### src/rtl/floor_call_scheduler.sv
// Floor call scheduler: synchronises car-call buttons and latches each rising edge
// into a pending-request register. It picks the next target floor with SCAN ordering
// and sends the car to a home floor after an idle timeout.
module floor_call_scheduler #(
  parameter logic [31:0] HOME_TIMEOUT = 32'd50,
  parameter logic [3:0]  HOME_FLOOR   = 4'd0
) (
  input  logic       clk,
  input  logic       rst_n,
  input  logic [7:0] call_btn,
  input  logic [3:0] current_floor,
  input  logic       at_rest,
  output logic [3:0] requested_floor,
  output logic [7:0] pending,
  output logic [1:0] direction,
  output logic       homing
);

  localparam logic [1:0] S_IDLE = 2'b00;
  localparam logic [1:0] S_HOME = 2'b01;
  localparam logic [1:0] S_UP   = 2'b10;
  localparam logic [1:0] S_DOWN = 2'b11;

  logic [7:0]  sync_a, sync_b, btn_prev;
  logic [7:0]  rise, clear_mask;
  logic [3:0]  cf;
  logic        have_above, have_below, pick_up;
  logic [3:0]  low_above, high_below;
  logic [1:0]  state, state_next, idle_dir;
  logic [3:0]  req_next;
  logic [31:0] idle_cnt, cnt_next;

  // Clamp an out-of-range floor report to the top floor for every comparison.
  always_comb begin
    cf = (current_floor > 4'd8) ? 4'd8 : current_floor;
  end

  // Rising edge on the synchronised button, and the bit of the floor the car rests at.
  always_comb begin
    rise       = sync_b & ~btn_prev;
    clear_mask = '0;
    for (int i = 0; i < 8; i++) begin
      if (at_rest && (current_floor == 4'(i + 1))) clear_mask[i] = 1'b1;
    end
  end

  // Two-flop synchroniser followed by the edge-detect history flop.
  always_ff @(posedge clk or negedge rst_n) begin
    if (!rst_n) begin
      sync_a   <= '0;
      sync_b   <= '0;
      btn_prev <= '0;
    end else begin
      sync_a   <= call_btn;
      sync_b   <= sync_a;
      btn_prev <= sync_b;
    end
  end

  // Latch new presses and drop the request of the floor the car rests at (clear wins).
  always_ff @(posedge clk or negedge rst_n) begin
    if (!rst_n) pending <= '0;
    else        pending <= (pending | rise) & ~clear_mask;
  end

  // Nearest pending floor at or above, and at or below, the car.
  always_comb begin
    have_above = 1'b0;
    low_above  = 4'd0;
    have_below = 1'b0;
    high_below = 4'd0;
    for (int i = 7; i >= 0; i--) begin
      if (pending[i] && (4'(i + 1) >= cf)) begin
        have_above = 1'b1;
        low_above  = 4'(i + 1);
      end
    end
    for (int i = 0; i < 8; i++) begin
      if (pending[i] && (4'(i + 1) <= cf)) begin
        have_below = 1'b1;
        high_below = 4'(i + 1);
      end
    end
    // Equal distance (including a request at the car's own floor) favours UP.
    pick_up  = have_above &&
               (!have_below || ((low_above - cf) <= (cf - high_below)));
    idle_dir = pick_up ? S_UP : S_DOWN;
  end

  // Scheduler state transition, idle counter and target selection for the next state.
  always_comb begin
    state_next = state;
    cnt_next   = '0;
    case (state)
      S_IDLE: begin
        if (|pending) begin
          state_next = idle_dir;
        end else if (at_rest) begin
          if ((({1'b0, idle_cnt} + 33'd1) >= {1'b0, HOME_TIMEOUT}) && (cf != HOME_FLOOR))
            state_next = S_HOME;
          else
            cnt_next = (idle_cnt == 32'hFFFF_FFFF) ? idle_cnt : idle_cnt + 32'd1;
        end
      end
      S_UP: begin
        if (pending == 8'd0)  state_next = S_IDLE;
        else if (!have_above) state_next = S_DOWN;
      end
      S_DOWN: begin
        if (pending == 8'd0)  state_next = S_IDLE;
        else if (!have_below) state_next = S_UP;
      end
      S_HOME: begin
        if (|pending)                          state_next = idle_dir;
        else if (at_rest && (cf == HOME_FLOOR)) state_next = S_IDLE;
      end
      default: state_next = S_IDLE;
    endcase

    case (state_next)
      S_UP:    req_next = low_above;
      S_DOWN:  req_next = high_below;
      S_HOME:  req_next = HOME_FLOOR;
      default: req_next = cf;
    endcase
  end

  // Registered scheduler state, target floor and idle counter.
  always_ff @(posedge clk or negedge rst_n) begin
    if (!rst_n) begin
      state           <= S_IDLE;
      requested_floor <= 4'd0;
      idle_cnt        <= '0;
    end else begin
      state           <= state_next;
      requested_floor <= req_next;
      idle_cnt        <= cnt_next;
    end
  end

  // Direction and homing flag come straight from the state register.
  always_comb begin
    direction = state;
    homing    = (state == S_HOME);
  end

endmodule
### config.mk
export PLATFORM = sky130hd
export DESIGN_NAME = floor_call_scheduler
export DESIGN_NICKNAME = d
export VERILOG_FILES = /design/src/rtl/floor_call_scheduler.sv
export SDC_FILE = /design/constraint.sdc
export NUM_CORES = 1
export LEC_CHECK = 0
export ABC_CLOCK_PERIOD_IN_PS = 4700
export CAP_MARGIN = 25
export CORE_ASPECT_RATIO = 1.5
export CORE_MARGIN = 1.5
export CORE_UTILIZATION = 59
export DETAILED_ROUTE_END_ITERATION = 7
export PLACE_DENSITY = 0.8
export SYNTH_ARGS = -nofsm -noshare
export SYNTH_HDL_FRONTEND = slang
export SYNTH_SLANG_ARGS = --single-unit
### constraint.sdc
create_clock -name clk -period 4.7 [get_ports clk]
set_clock_uncertainty 0.05 [all_clocks]
set_input_delay 0.94 -clock clk [delete_from_list [all_inputs] [get_ports clk]]
set_output_delay 0.94 -clock clk [all_outputs]
set_load 0.02 [all_outputs]
==> results.md, run 1 <==
- Status: finished, final reports clean
- Final setup viols: 0
- Starting Density: 60.3%
- Count of instances resized after the clock tree is built: 0
- Number of warnings reported in the yosys synthesis log: 0
- Vias per std cell: 6.03
- Die area: 0.00787 mm2
- Iteration-0 DRC Markers: 138
- Type of the tightest min-delay check: reg2reg
- Maximum resistive drop on vdd: 0.218 mV
- Slew HR: 36.1%
- Die outline height: 108 um
- Pin count of the biggest net entering global routing: 44
- First-pass GRT wire length: 17000 um
- Post-layout min period: 4.50 ns
- Final #Nets: 549
- Clock-pin transition on the worst setup and hold timing paths: 0.08 ns
- Max Fanout on Critical Path: 4
- Total nets after synthesis: 512
- Sink Count: 70
- Max Cap Viol: 0
- Total global routing track utilization: 28.4%
- Asr flop ratio synth: 100%
- Main flop type after synthesis: dfrtp_1
- Category of the critical setup timing path: in2reg
- Area of the core: 0.00718 mm2
- Top achievable clock speed: 222 MHz
- Setup TNS after final layout: 0 ns
- I/O Buffers: 29
- Total length of routed wires: 10200 um
- Worst flop-to-flop path startpoint: pending[3]
- Via count of the first global-routing pass: 3697
- Critical path capture point type: register
- Number of iterations in the first detailed-routing pass: 5
- Startpoint kind of the worst setup timing path: primary input
- Register bit count reported by yosys: 70
- Syn avg cell area: 8.96 um2
- Number of antenna violations at the first check in global routing: 0
- Area delta synth->final: 16.5%
- Post-route clock period utilization: 95.7%
- CP Data Required Time: 4.88 ns
- Final ANT Viol Nets: 0
- Die Wd: 72.9 um
- Maximum buffer depth of the clock tree: 2
- Cts hold-fix bufs: 0
- Global route total overflow: 0
- Slew Viols, Final: 0
- CTS tree: yes
- Vias post-DR: 3771
- Area of the mapped netlist: 0.00433 mm2
- Number of H-tree levels: 3
- Critical path launch point: current_floor[3]
- Slew @ Worst Pin: 0.955 ns
- Hold_ws: 0.302 ns
- I/O pin count: 30
- Final HPWL DP: 7470 um
- Number of buffers created by CTS: 9
- Filler cell count in the final layout: 560
- Worst hold path depth: 0
- CTS Root Buffer Type: clkbuf_8
- Detail-routed net length per standard cell: 16.4 um
- Number of synthesized flops with an enable pin: 0
- Hold Vio Cnt, Final: 0
- Post-CTS Setup Inserts: 0
- Post-synthesis instance total: 483
- Static leakage power: 2.18 nW
- Hold_sp: sync_a[2]
- Layout cell share with drive strength beyond 1: 12.8%
- Data arrival time of the critical path: 4.68 ns
- Count of cells along the worst register-to-register path: 19
- GP Congestion: 0.979
- Antenna diode instance count: 0
- Sequential share of the synthesized area: 40.5%
- Power per Cell Area: 272 mW/mm2
- Post-detailed-route DRC marker count: 0
- Total number of placement rows: 38
- Unique cell type count in the Yosys netlist: 60
- Clock insertion delay at the later pin of the skew report: 0.36 ns
## final cells by class
cell class	instances	area, um2	area share (%)
Clock buffer	9	124	2.46
Clock inverter	7	56.3	1.12
Inverter	26	97.6	1.94
Multi-Input combinational cell	355	2380	47.1
Sequential cell	70	1750	34.7
Tap cell	100	125	2.48
Timing Repair Buffer	58	510	10.1
## worst max-delay path, stage by stage
cell and delay (ns):
clkdlybuf4s50_1 0.46, or2_2 0.33, o21ai_0 0.15, a32oi_1 0.12
a21o_1 0.17, nand2_1 0.06, nand3_1 0.09, inv_1 0.07
ha_1 0.13, inv_1 0.06, fa_1 0.38, xnor2_1 0.17
ha_1 0.25, o21ai_0 0.17, a21oi_1 0.07, nor3_2 0.20
nor4_2 0.09, o221a_2 0.30, buf_4 0.16, a211oi_2 0.21
a22oi_1 0.10
## routing by layer
layer	vias up	track usage, %	routed length (um)	part of all wire, %
met5	-	0	0	0
met3	30	4.68	287	2.8
met4	0	16.6	382	3.7
met2	84	49.7	5460	53
met1	1839	31.6	4110	40
li1	1818	-	-	-
## final timing paths
kind	slack, ns	to
max	0.20	requested_floor[1]
min	0.30	sync_b[2]
max reg2reg	0.89	requested_floor[3]
min reg2reg	0.30	sync_b[2]
max in group asynchronous	3.03	idle_cnt[26]
min in group asynchronous	0.67	idle_cnt[4]
## sequential cells by signal, summed over array words and instances (netlist names)
register         count
sync_a               8
sync_b               8
requested_floor      4
btn_prev             8
direction            2
pending              8
idle_cnt            32
## stage by stage
step | setup WS, ns | std cells | power (mW) | util [%] | area (um2)
6_report | 0.201 | 625 | 1.37 | 70.2 | 5040
5_1_grt | -0.0495 | 625 | 1.43 | 70.2 | 5040
4_1_cts | 0.131 | 625 | 1.38 | 69.7 | 5000
3_5_place_dp | -0.221 | 609 | 0.922 | 67.2 | 4820
3_3_place_gp | -0.0938 | 609 | 0.913 | 67.2 | 4820
2_1_floorplan | 0.348 | 483 | 0.799 | - | 4330
## kinds of logic after synthesis
group           after synthesis  synth area share, %
buf+inv                      58                 5.35
compound gates              116                 16.9
fa+ha+maj                    14                 4.39
xor+xnor                     31                 6.27
flops                        70                 40.5
simple gates                191                 26.0
mux                           3                0.694
## power breakdown
part           switching [mW]  total [mW]  internal [mW]
registers              0.0211       0.651          0.630
logic                   0.137       0.266          0.129
clock network           0.253       0.452          0.199
total                   0.412        1.37          0.957
## cell usage after synthesis, drive strengths merged (5+ instances only)
| cell | number | area share [%] |
|---|---|---|
| nor2b | 10 | 1.4 |
| nor4 | 12 | 2.8 |
| a21o | 5 | 0.87 |
| ha | 12 | 3.5 |
| nand4 | 23 | 4.2 |
| xnor2 | 20 | 4.0 |
| nor3 | 10 | 1.4 |
| nand2b | 6 | 0.87 |
| buf | 11 | 1.2 |
| nand2 | 30 | 2.6 |
| a31oi | 7 | 1.0 |
| o21ai | 18 | 2.2 |
| and2 | 8 | 1.2 |
| and3 | 12 | 1.7 |
| nor2 | 34 | 2.9 |
| nand3 | 23 | 2.7 |
| and4 | 5 | 1.0 |
| a21oi | 48 | 5.6 |
| inv | 26 | 2.3 |
| nor3b | 5 | 0.87 |
| dfrtp | 70 | 40 |
| xor2 | 11 | 2.2 |
| clkbuf | 21 | 1.9 |
## layout by cell type (no fill, tap or decap), types with 3 or more instances in the layout
cell             count
a211o_1              3
inv_6                4
a21o_1               5
o22ai_1              4
nand2b_1             6
nor4_4               3
and3_1              12
nor3_2               3
and4_1               5
nor3_1               7
o21ai_0             15
xor2_1              11
nand4_1             20
or2_2                4
nand3_1             23
nor2_1              34
a21oi_1             48
mux2i_1              3
nor2b_1             10
a31oi_1              7
nor3b_1              4
buf_4               29
dfrtp_1             70
nand2_1             30
ha_1                12
dlymetal6s2s_1       3
a21boi_0             3
inv_1               26
a311oi_1             4
a22oi_1              4
nor4_1               8
xnor2_1             20
clkdlybuf4s50_1     25
clkbuf_8             9
and2_1               8
Power figures use the tool's default switching activity.
==> inputs of run 2 (changes only) <==
--- a/config.mk
+++ b/config.mk
@@ -12,6 +12,7 @@
 export CORE_UTILIZATION = 59
 export DETAILED_ROUTE_END_ITERATION = 7
 export PLACE_DENSITY = 0.8
+export REMOVE_ABC_BUFFERS = 1
 export SYNTH_ARGS = -nofsm -noshare
 export SYNTH_HDL_FRONTEND = slang
 export SYNTH_SLANG_ARGS = --single-unit
==> run 2 against run 1 <==
Sequential share of layout area is 0.095 points lower. Largest cell class unchanged. Largest power group unchanged. Non-clock buffer count is 1 lower. Final cell count is 0.16% lower. Global-route usage is 0.47 points higher. Clock power is 7.1% higher. Setup slack better by 0.089 ns.
==> results.md, run 2 (synthesis gave the netlist of run 1 again) <==
- Static leakage power: 2.18 nW (about the same)
- Type of the tightest min-delay check: reg2reg
- Final setup viols: 0 (unchanged)
- Post-layout min period: 4.41 ns (-0.0888 ns)
- Total number of placement rows: 38 (unchanged)
- Slew HR: 36.3% (+0.14 points)
- Power per Cell Area: 278 mW/mm2 (+2.3%)
- Max Fanout on Critical Path: 6 (+2)
- Clock insertion delay at the later pin of the skew report: 0.37 ns (about the same)
- Most common library cell in the layout ignoring fill and taps: dfrtp_1
- Setup TNS after final layout: 0 ns (unchanged)
- Setup slack of the worst register-to-register path: 0.93 ns (+0.04 ns)
- Most flop-heavy register: idle_cnt
- Number of H-tree levels: 3 (unchanged)
- Maximum resistive drop on vdd: 0.219 mV (+0.44%)
- Relative contribution of sequential cells to total power: 46.3% (-1.3 points)
- Die Wd: 72.9 um (unchanged)
- Critical Path Slowest Stage Cell: clkdlybuf4s50_1
- Most used cells in the layout excluding fill and tap cells: dfrtp_1 (70), a21oi_1 (47), nor2_1 (34), nand2_1 (29), buf_4 (27)
- Number of iterations in the first detailed-routing pass: 4 (-1)
- Startpoint kind of the worst setup timing path: primary input
- Vias per std cell: 6.00 (-0.58%)
- Final #Nets: 548 (-0.18%)
- First-pass GRT wire length: 17600 um (+3.2%)
- Cell-internal power: 971 uW (+1.5%)
- Number of antenna violations at the first check in global routing: 0 (unchanged)
- Fraction of the core area covered by cells at the end of the flow: 70.4% (+0.19 points)
- CTS tree: yes
- Detail-routed net length per standard cell: 16.0 um (-2.1%)
- Die area: 0.00787 mm2 (unchanged)
- Slew Viols, Final: 0 (unchanged)
- CTS Root Buffer Type: clkbuf_8
- Post-CTS Setup Inserts: 0 (unchanged)
- Reg-to-reg critical path endpoint: requested_floor[3]
- Iteration-0 DRC Markers: 311 (+130%)
- Crit path cell chain: clkdlybuf4s50_1 > or2_2 > o21ai_1 > a32oi_1 > a21o_1 > nand2_1 > nand3_1 > inv_1 > ha_1 > inv_1 > fa_1 > xnor2_1 > ha_1 > o21ai_0 > a21oi_1 > nor3_2 > nor4_2 > o221a_2 > a221o_1 > and3_1
- Starting Density: 60.3% (unchanged)
- Final Power: 1.40 mW (+2.6%)
- I/O pin count: 30 (unchanged)
- Switching fraction of total power: 30.9% (+0.80 points)
- CP Data Required Time: 4.91 ns (+0.03 ns)
- Switching power of the nets: 433 uW (+5.3%)
- Final HPWL DP: 7150 um (-4.3%)
- Area of the core: 0.00718 mm2 (unchanged)
- Area delta synth->final: 16.8%
- GP Congestion: 0.975 (-0.42%)
- Worst hold path depth: 0 (unchanged)
- Post-detailed-route DRC marker count: 0 (unchanged)
- Largest incremental delay on the critical path: 0.45 ns (about the same)
- Clock network fraction of total power: 34.5% (+1.5 points)
- Pin count of the biggest net entering global routing: 37 (-16%)
- I/O Buffers: 29 (unchanged)
- Post-route clock period utilization: 93.8% (-1.9 points)
- Total length of routed wires: 10000 um (-2.3%)
- Layout cell share with drive strength beyond 1: 12.4% (-0.36 points)
- Worst flop-to-flop path startpoint: pending[3]
- Antenna diode instance count: 0 (unchanged)
- Vias post-DR: 3743 (-0.74%)
- Die outline height: 108 um (unchanged)
- Placed cells: 608 (-0.16%)
- Sink Count: 70 (unchanged)
- Hold_sp: sync_a[6]
- Combinational fraction of design power: 19.2% (-0.2 points)
- Status: finished, final reports clean
- Data arrival time of the critical path: 4.62 ns (-0.06 ns)
- Final standard cell count with taps included and fillers excluded: 624 (-0.16%)
- Endpoint with the worst hold slack: sync_b[6]
- Clock-pin transition on the worst setup and hold timing paths: 0.09 ns (about the same)
- Max FFs per register: 32 (unchanged)
- Final ANT Viol Nets: 0 (unchanged)
- Total global routing track utilization: 28.8% (+0.47 points)
- Slew @ Worst Pin: 0.953 ns (-0.00210 ns)
- Category of the critical setup timing path: in2reg
- Number of buffers created by CTS: 9 (unchanged)
- Count of cells along the worst register-to-register path: 18 (-1)
- Global route total overflow: 0 (unchanged)
- Maximum buffer depth of the clock tree: 2 (unchanged)
- Critical path capture point type: register
- Via count of the first global-routing pass: 3810 (+3.1%)
- Top achievable clock speed: 227 MHz (+2.0%)
- Filler cell count in the final layout: 552 (-1.4%)
- Max Cap Viol: 0 (unchanged)
- Hold Vio Cnt, Final: 0 (unchanged)
==> run 2: worst max path at each step <==
| stage | startpoint | to | cells past startpoint |
|---|---|---|---|
| 6_report | current_floor[3] | requested_floor[3] | 20 |
| 5_1_grt | current_floor[3] | requested_floor[1] | 21 |
| 4_1_cts | current_floor[2] | requested_floor[0] | 20 |
| 3_5_place_dp | current_floor[2] | requested_floor[0] | 20 |
| 3_3_place_gp | current_floor[2] | requested_floor[0] | 20 |
| 2_1_floorplan | current_floor[3] | requested_floor[0] | 19 |
==> run 2: area by class of cell <==
cell class / instances / area [um2] / area share (%)
flip-flops and latches: 70 / 1750 / 34.7
clock buffers: 9 / 124 / 2.45
multi-input cells: 355 / 2380 / 47.1
repair buffers: 57 / 507 / 10.0
inverters: 26 / 97.6 / 1.93
clock inverters: 7 / 68.8 / 1.36
well taps: 100 / 125 / 2.48
==> run 2: per-stage QoR <==
step	area [um2]	hold WS [ns]	setup slack [ns]
after floorplan	4190	0.281	0.556
after global placement	4810	0.283	-0.107
after detailed placement	4810	0.286	-0.268
after CTS	5010	0.298	0.122
after global routing	5050	0.307	-0.00242
final	5050	0.289	0.290
==> run 2: power groups by stage <==
stage	clock (mW)	combinational, mW	sequential [mW]
finish	0.484	0.269	0.651
global route	0.519	0.300	0.655
CTS	0.496	0.261	0.651
detailed placement	0	0.260	0.663
global placement	0	0.252	0.662
floorplan	0	0.111	0.682
==> run 2: routing by layer <==
metal,part of all wire [%],vias up,global-route usage [%]
li1,-,1826,-
met1,41,1792,34.1
met2,53,96,49.0
met3,3.1,29,5.99
met4,3.2,0,13.9
met5,0,-,0
==> run 2: repair_timing <==
| item | CTS | global route |
|---|---|---|
| hold buffers | 0 | 0 |
| endpoints found under the setup margin | 0 | 5 |
| resized for setup | 0 | 15 |
==> run 2: worst max-delay path, delay by kind of cell <==
kind | cells | cell delay (ns)
xor+xnor | 1 | 0.14
buf+inv | 3 | 0.58
compound gates | 7 | 1.23
simple gates | 6 | 0.93
fa+ha+maj | 3 | 0.81
==> inputs of run 3 (changes only) <==
--- a/config.mk
+++ b/config.mk
@@ -6,9 +6,7 @@
 export NUM_CORES = 1
 export LEC_CHECK = 0
 export ABC_CLOCK_PERIOD_IN_PS = 4700
-export CAP_MARGIN = 25
-export CORE_ASPECT_RATIO = 1.5
-export CORE_MARGIN = 1.5
+export CORE_MARGIN = 3
 export CORE_UTILIZATION = 59
 export DETAILED_ROUTE_END_ITERATION = 7
 export PLACE_DENSITY = 0.8
==> run 3 against run 2 <==
Sequential share of layout area up 0.29 points. Clock-buffer cell count stayed put. Sequential power hardly changed.
==> results.md, run 3 (synthesis gave the netlist of run 1 again) <==
- Static leakage power: 2.14 nW (-1.9%)
- Slew Viols, Final: 0 (unchanged)
- Max FFs per register: 32 (unchanged)
- Post-layout min period: 4.41 ns (+0.000334 ns)
- Detail-routed net length per standard cell: 16.1 um (+0.15%)
- Category of the critical setup timing path: in2reg
- Number of H-tree levels: 3 (unchanged)
- Iteration-0 DRC Markers: 220 (-29%)
- Status: finished, final reports clean
- Cts hold-fix bufs: 0 (unchanged)
- Post-layout instance area: 0.00501 mm2 (-0.84%)
- Number of iterations in the first detailed-routing pass: 5 (+1)
- Most flop-heavy register: idle_cnt
- Setup TNS after final layout: 0 ns (unchanged)
- Layout cell share with drive strength beyond 1: 12.2% (-0.17 points)
- GP Congestion: 0.858 (-12%)
- Most used cells in the layout excluding fill and tap cells: dfrtp_1 (70), a21oi_1 (48), nor2_1 (34), nand2_1 (29), clkdlybuf4s50_1 (28)
- Pin count of the biggest net entering global routing: 58 (+57%)
- Final ANT Viol Nets: 0 (unchanged)
- Number of antenna violations at the first check in global routing: 0 (unchanged)
- Maximum buffer depth of the clock tree: 2 (unchanged)
- Most common library cell in the layout ignoring fill and taps: dfrtp_1
- Die Wd: 91.6 um (+26%)
- CTS tree: yes
- Total number of placement rows: 30 (-21%)
- Final standard cell count with taps included and fillers excluded: 619 (-0.80%)
- Max Fanout on Critical Path: 9 (+3)
- I/O pin count: 30 (unchanged)
- Final setup viols: 0 (unchanged)
- Type of the tightest min-delay check: reg2reg
- Startpoint kind of the worst setup timing path: primary input
- Top achievable clock speed: 227 MHz (about the same)
- Filler cell count in the final layout: 542 (-1.8%)
- Sink Count: 70 (unchanged)
- Min setup slack post-route: 0.289 ns (-0.000334 ns)
- Via count of the first global-routing pass: 3481 (-8.6%)
- Area of the core: 0.00694 mm2 (-3.3%)
- Hold_ws: 0.303 ns (+0.0146 ns)
- RSZ-0062 raised after global routing: no
- Critical path capture point type: register
- Die area: 0.00840 mm2 (+6.7%)
- Final #Nets: 547 (-0.18%)
- Max Cap Viol: 0 (unchanged)
- Total length of routed wires: 9940 um (-0.65%)
- Area delta synth->final: 15.8%
- Data arrival time of the critical path: 4.58 ns (-0.04 ns)
- Global route total overflow: 0 (unchanged)
- Vias per std cell: 6.15 (+2.6%)
- Total global routing track utilization: 24.3% (-4.5 points)
- Hold Vio Cnt, Final: 0 (unchanged)
- I/O Buffers: 29 (unchanged)
- Final HPWL DP: 6930 um (-3.1%)
- Final Power: 1.39 mW (-0.87%)
- Total cell area at the placement stage: 0.00480 mm2 (-0.26%)
- Vias post-DR: 3808 (+1.7%)
- Maximum resistive drop on vdd: 0.218 mV (-0.53%)
- Clock-pin transition on the worst setup and hold timing paths: 0.09 ns (about the same)
- Starting Density: 62.3% (+2.0 points)
- Slew @ Worst Pin: 0.950 ns (-0.00309 ns)
- Fraction of the core area covered by cells at the end of the flow: 72.2% (+1.8 points)
- Slew HR: 36.5% (+0.21 points)
- CTS Root Buffer Type: clkbuf_8
- Placed cells: 603 (-0.82%)
- Post-detailed-route DRC marker count: 0 (unchanged)
- Clock insertion delay at the later pin of the skew report: 0.36 ns (about the same)
- CP Data Required Time: 4.87 ns (-0.04 ns)
- Antenna diode instance count: 0 (unchanged)
- First-pass GRT wire length: 16500 um (-6.0%)
- Die outline height: 91.6 um (-15%)
- Post-route clock period utilization: 93.8% (about the same)
- Number of buffers created by CTS: 9 (unchanged)
- Power per Cell Area: 278 mW/mm2 (about the same)
- Worst slack, placed: -0.175 ns (+0.0934 ns)
-- run 3: cell types whose count changed in the layout (fill, tap and decap cells not counted), sizes merged --
cell / change
clkinvlp: +1
inv: -1
clkdlybuf4s50: +3
buf: -1
dlymetal6s2s: -3
-- run 3: cell type report --
type	count	area, um2	share of cell area, %
multi-input combinational	355	2370	47.3
clock inverter	7	62.6	1.25
sequential	70	1750	34.9
timing repair buffer	56	488	9.74
inverter	26	97.6	1.95
tap	96	120	2.40
clock buffer	9	124	2.47
-- run 3: power by group --
part           leakage [nW]  internal, mW  total, mW  switching (mW)
Clock                0.0931         0.204      0.473           0.270
Sequential            0.869         0.630      0.652          0.0221
Combinational          1.18         0.129      0.267           0.137
-- run 3: what timing repair did --
item | CTS | global route
endpoints found under the setup margin | 0 | 5
setup buffers | 0 | 0
gates resized for setup | 0 | 9
-- run 3: worst max-delay path, cell delays in order --
cell and delay [ns]:
clkdlybuf4s50_1 0.51, buf_4 0.22, nor4_1 0.30, nor3_1 0.13, o21ai_0 0.18, nand2_1 0.16, ha_1 0.31, a21o_1 0.18
a21oi_1 0.17, xnor2_1 0.10, ha_1 0.29, o21ai_0 0.07, a21oi_1 0.16, nor3_2 0.06, nor4_1 0.19, o221a_2 0.32
a21oi_1 0.07, nand2_2 0.12, a22oi_1 0.10
-- run 3: worst paths after layout --
kind	depth (start not counted)	slack, ns	to	startpoint
setup reg to reg	18	1.01	requested_floor[0]	pending[3]
max in group asynchronous	2	3.19	idle_cnt[18]	rst_n
hold / removal	0	0.30	sync_b[7]	sync_a[7]
setup / recovery	19	0.29	requested_floor[2]	current_floor[0]
hold reg to reg	0	0.30	sync_b[7]	sync_a[7]
min in group asynchronous	1	0.41	requested_floor[1]	rst_n
-- run 3: layer usage --
layer | wire length (um) | vias up | GRT usage (%)
met3 | 592 | 18 | 5.00
met4 | 179 | 0 | 8.04
met5 | 0 | - | 0
met1 | 4410 | 1815 | 33.7
met2 | 4760 | 157 | 38.1
li1 | - | 1818 | -
